**config.mk**
```make
export PLATFORM = sky130hd
export DESIGN_NAME = sync_fifo_ctrl_v2
export DESIGN_NICKNAME = d
export VERILOG_FILES = /design/src/rtl/fifo_pkg.sv /design/src/rtl/fifo_ptr_wrap.sv /design/src/rtl/sync_fifo_ctrl_v2.sv
export SDC_FILE = /design/constraint.sdc
export NUM_CORES = 1
export LEC_CHECK = 0
export CORE_UTILIZATION = 46
export DETAILED_ROUTE_END_ITERATION = 10
export GPL_TIMING_DRIVEN = 0
export HOLD_SLACK_MARGIN = 0.15
export PLACE_DENSITY = 0.9
export SYNTH_ARGS = -nofsm -noshare
export SYNTH_HDL_FRONTEND = slang
export SYNTH_HIERARCHICAL = 1
export SYNTH_SLANG_ARGS = --single-unit
```
**constraint.sdc**
```tcl
create_clock -name clk -period 3.4 [get_ports clk]
set_clock_uncertainty 0.15 [all_clocks]
set_input_delay 0.51 -clock clk [delete_from_list [all_inputs] [get_ports clk]]
set_output_delay 0.51 -clock clk [all_outputs]
set_load 0.02 [all_outputs]
```
**src/rtl/fifo_pkg.sv**
```systemverilog
// Shared sizing helpers for the FIFO controller slice.
// Holds the clog2 width function and the legal DEPTH range.
package fifo_pkg;

    localparam int DEPTH_MIN = 2;
    localparam int DEPTH_MAX = 1024;

    // Ceiling log2; used for pointer and occupancy widths.
    function automatic int clog2(input int value);
        int width;
        width = 0;
        for (int i = 0; i < 32; i++) begin
            if ((1 << width) < value) begin
                width = width + 1;
            end
        end
        return width;
    endfunction

endpackage

```
**src/rtl/fifo_ptr_wrap.sv**
```systemverilog
// FIFO pointer: advances on inc, wraps DEPTH-1 -> 0, clr forces 0.
// Ports: clk, reset_n (async low), inc, clr, ptr (current pointer).
module fifo_ptr_wrap
    import fifo_pkg::*;
#(
    parameter  int DEPTH = 16,
    localparam int W     = clog2(DEPTH)
) (
    input  logic         clk,
    input  logic         reset_n,
    input  logic         inc,
    input  logic         clr,
    output logic [W-1:0] ptr
);

    // Explicit compare so non-power-of-two depths wrap correctly.
    localparam logic [W-1:0] LAST = W'(DEPTH - 1);

    always_ff @(posedge clk or negedge reset_n) begin
        if (!reset_n) begin
            ptr <= '0;
        end else if (clr) begin
            ptr <= '0;
        end else if (inc) begin
            ptr <= (ptr == LAST) ? '0 : ptr + W'(1);
        end
    end

endmodule

```
**src/rtl/sync_fifo_ctrl_v2.sv**
```systemverilog
// Synchronous FIFO controller: pointers, occupancy, status and sticky errors.
// Ports: clk, reset_n, wr/rd/flush/clr_err, af/ae thresholds in;
// flags, count, RAM addresses, wr_en/rd_en strobes, overflow/underflow out.
module sync_fifo_ctrl_v2
    import fifo_pkg::*;
#(
    parameter  int DEPTH  = 16,
    localparam int ADDR_W = clog2(DEPTH),
    localparam int CNT_W  = clog2(DEPTH + 1)
) (
    input  logic              clk,
    input  logic              reset_n,
    input  logic              wr,
    input  logic              rd,
    input  logic              flush,
    input  logic              clr_err,
    input  logic [CNT_W-1:0]  af_level,
    input  logic [CNT_W-1:0]  ae_level,
    output logic              full,
    output logic              empty,
    output logic              almost_full,
    output logic              almost_empty,
    output logic [CNT_W-1:0]  count,
    output logic [ADDR_W-1:0] w_addr,
    output logic [ADDR_W-1:0] r_addr,
    output logic              wr_en,
    output logic              rd_en,
    output logic              overflow,
    output logic              underflow
);

    if (DEPTH < DEPTH_MIN || DEPTH > DEPTH_MAX) begin : g_bad_depth
        $error("sync_fifo_ctrl_v2: DEPTH out of range");
    end

    localparam logic [CNT_W-1:0] DEPTH_C = CNT_W'(DEPTH);

    logic [CNT_W-1:0] count_next;
    logic             ovf_set;
    logic             udf_set;

    // A write into a full FIFO is allowed when a pop frees the slot.
    assign wr_en = wr & ~flush & (~full | rd);
    assign rd_en = rd & ~flush & ~empty;

    assign ovf_set = wr & ~wr_en & ~flush;
    assign udf_set = rd & ~rd_en & ~flush;

    always_comb begin
        count_next = count;
        if (flush) begin
            count_next = '0;
        end else begin
            count_next = count + CNT_W'(wr_en) - CNT_W'(rd_en);
        end
    end

    fifo_ptr_wrap #(.DEPTH(DEPTH)) u_wptr (
        .clk     (clk),
        .reset_n (reset_n),
        .inc     (wr_en),
        .clr     (flush),
        .ptr     (w_addr)
    );

    fifo_ptr_wrap #(.DEPTH(DEPTH)) u_rptr (
        .clk     (clk),
        .reset_n (reset_n),
        .inc     (rd_en),
        .clr     (flush),
        .ptr     (r_addr)
    );

    // Flags come from count_next so they move on the same edge as count,
    // and are refreshed every cycle so threshold edits apply without traffic.
    always_ff @(posedge clk or negedge reset_n) begin
        if (!reset_n) begin
            count        <= '0;
            full         <= 1'b0;
            empty        <= 1'b1;
            almost_full  <= 1'b0;
            almost_empty <= 1'b1;
            overflow     <= 1'b0;
            underflow    <= 1'b0;
        end else begin
            count        <= count_next;
            full         <= (count_next == DEPTH_C);
            empty        <= (count_next == '0);
            almost_full  <= (count_next >= af_level);
            almost_empty <= (count_next <= ae_level);
            // A fresh error outranks a same-cycle clear.
            overflow     <= ovf_set | (overflow & ~clr_err);
            underflow    <= udf_set | (underflow & ~clr_err);
        end
    end

endmodule

```
==> reports/summary.txt <==
status: complete, no violations
Max Cap Violations: 0
nets: 196
die span in x: 52.81 µm
CP max stage cell: fa_2
Fillers: 200
port bufs: 36
worst hold path type: input pin to register
Starting Density: 48.37%
Routed WL: 2466 µm
violation count after the first detailed-route iteration: 16
max frequency: 310.1 MHz
Synth Area in Adders: 19.60%
final slew viol count: 0
Root Buffer: clkbuf_4
commonest non-fill, non-tap cell in the layout: clkdlybuf4s50_1
post-DR wirelength/cell: 12.91 µm
largest net degree at the start of global routing: 20
Yosys top cell by area: dfrtp_1
synthesized area per cell: 9.895 µm²
row cnt: 18
Num CTS Buffers: 3
CP Class: input pin to register
gr ovfl total: 0
post-synthesis mux area share: 4.215%
drt first pass iters: 5
vias in the first global route: 1024
P_leak: 0.7820 nW
placed cells: 186
post-synth cell types: 27
CP required: 3.49 ns
Via density: 5.277
n_diodes: 0
initial antenna violation count: 0
post-synth top area share: 35.83%
ranking of synthesized cells by area: dfrtp_1, ha_1, inv_1
crit path from: rd
Final Setup Violations: 0
most frequent cells in the layout: clkdlybuf4s50_1, inv_1, ha_1, dfrtp_1, nor2_1
largest family of logic cells by synthesized area: adder cells
XOR/XNOR Fraction of Synth Area: 5.058%
Slew Limit Headroom: 42.19%
CTS Sinks: 19
layout cells sized above 1: 9.938%
Compound-Gate Fraction of Synth Area: 11.38%
Core Box Area: 0.002455 mm²
GRT Util Overall: 20.56%
Syn. warnings: 6
Synth Area in Simple Gates: 13.80%
Post-Synthesis Cells: 120
worst-path cell chain: clkdlybuf4s50_1 > nand2b_1 > nand2b_1 > ha_1 > inv_1 > ha_1 > fa_2 > nor2b_2 > ha_1 > nor2b_1 > o21a_1 > o21ai_0 > a21o_1
startpoint class of the critical path: input pin
Cell Pwr Density: 647.4 mW/mm²
die height: 52.81 µm
DRC: 0
sequential cell area fraction in the yosys report: 40.25%
Max FO, Critical Path: 3
Worst-Skew Late Latency: 0.29 ns
HP Start: flush
cell family with most CP delay: adder cells
Buf/Inv on CP: 2
CP Capture Type: register
final hold vios: 0
total I/O pin count: 37
hpwl dp: 2013 µm
CTS tree: done
Placer Congestion: 0.7358
VDD IR-drop max: 0.4946 mV
htree depth: 1
critical path's largest stage delay: 0.54 ns
Cell Area, Synth: 0.001187 mm²
cts hold-fix bufs: 0
RSZ-0062 raised after global routing: no
first-pass GRT wire length: 4174 µm
Worst path most repeated cell: ha_1
Worst Tran Pin Value: 0.8644 ns
die area: 0.002788 mm²
CP arrival: 3.32 ns
setup TNS: 0 ns
Final ANT Viol Nets: 0
worst r2r src: empty
Tmin final: 3.225 ns
area grow syn2layout: 39.09%
fin cells: 191
clk slew on worst S/H paths: 0.11 ns
CTS max path bufs: 2
DR vias: 1008
synthesized flop and latch total: 19
fin crit share: 94.85%
syn nets: 154
-- cells in the mapped netlist --
cell / number
dfrtp_1: 17
ha_1: 17
inv_1: 17
nor2_1: 11
nand2_1: 8
a21oi_1: 7
mux2i_1: 5
nand2b_1: 5
o21ai_0: 5
a21o_1: 4
xor2_1: 3
a31oi_1: 2
dfstp_2: 2
nor2b_1: 2
or3_1: 2
xnor2_1: 2
a21oi_2: 1
a41o_1: 1
clkbuf_1: 1
fa_1: 1
nand3b_1: 1
nand4_1: 1
nor3b_1: 1
nor4b_2: 1
o21a_1: 1
o22ai_1: 1
xor2_2: 1
-- area by class of cell --
cell class	instances	area, µm²	share of cell area (%)
buffer	1	15.01	0.9091
timing repair buffer	37	362.8	21.97
sequential	19	478.0	28.94
inverter	17	63.81	3.864
clock buffer	4	26.28	1.591
multi-input combinational	83	668.1	40.45
tap	30	37.54	2.273
-- path summary, 6_finish.rpt --
| path | depth (start not counted) | slack [ns] | end |
|---|---|---|---|
| worst max-delay path | 13 | 0.18 | almost_empty |
| worst min-delay path | 2 | 0.35 | u_rptr/ptr[3] |
| worst max register to register | 11 | 0.50 | almost_empty |
| worst min register to register | 2 | 0.39 | underflow |
| max in group asynchronous | 1 | 2.03 | count[3] |
| min in group asynchronous | 1 | 0.55 | underflow |
-- layer usage --
| metal | up-vias | track usage (%) | wire [µm] |
|---|---|---|---|
| li1 | 490 | - | - |
| met1 | 473 | 22.88 | 973 |
| met2 | 42 | 39.03 | 1318 |
| met3 | 3 | 4.348 | 158 |
| met4 | 0 | 4.825 | 15 |
| met5 | - | 0 | 0 |
-- through the flow --
step / instance area [µm²] / util (%) / total power, mW / hold WS, ns / setup WS (ns)
floorplan: 1199 / - / 0.7276 / 0.06441 / 0.06669
global placement: 1597 / 65.04 / 0.9016 / 0.3610 / -0.7625
detailed placement: 1597 / 65.04 / 0.9364 / 0.3756 / -0.8077
CTS: 1647 / 67.07 / 1.078 / 0.3915 / 0.04859
global route: 1652 / 67.28 / 1.169 / 0.3611 / 0.006014
finish: 1652 / 67.28 / 1.069 / 0.3492 / 0.1752
-- flip-flops by register name, indices dropped and copies added (netlist names) --
name,cells
count,5
u_rptr/ptr,4
u_wptr/ptr,4
almost_empty,1
almost_full,1
empty,1
full,1
overflow,1
underflow,1
-- cell families after synthesis --
group	after synthesis
mux	5
compound gates	22
xor+xnor	6
buf+inv	18
fa+ha+maj	18
simple gates	32
flops	19
-- power by group --
| group | leakage [nW] | total, mW | switching (mW) | internal [mW] |
|---|---|---|---|---|
| registers | 0.251 | 0.321 | 0.0390 | 0.282 |
| logic | 0.516 | 0.634 | 0.328 | 0.306 |
| clock network | 0.0150 | 0.114 | 0.0683 | 0.0456 |
| total | 0.782 | 1.07 | 0.436 | 0.634 |
-- what timing repair did --
action                     CTS  global route
setup endpoints to repair    3             2
buffers inserted             0             1
resized for setup            9             4
pin swaps                    0             1
gates cloned                 0             0
Note: power is estimated with default switching activity, not from simulation.
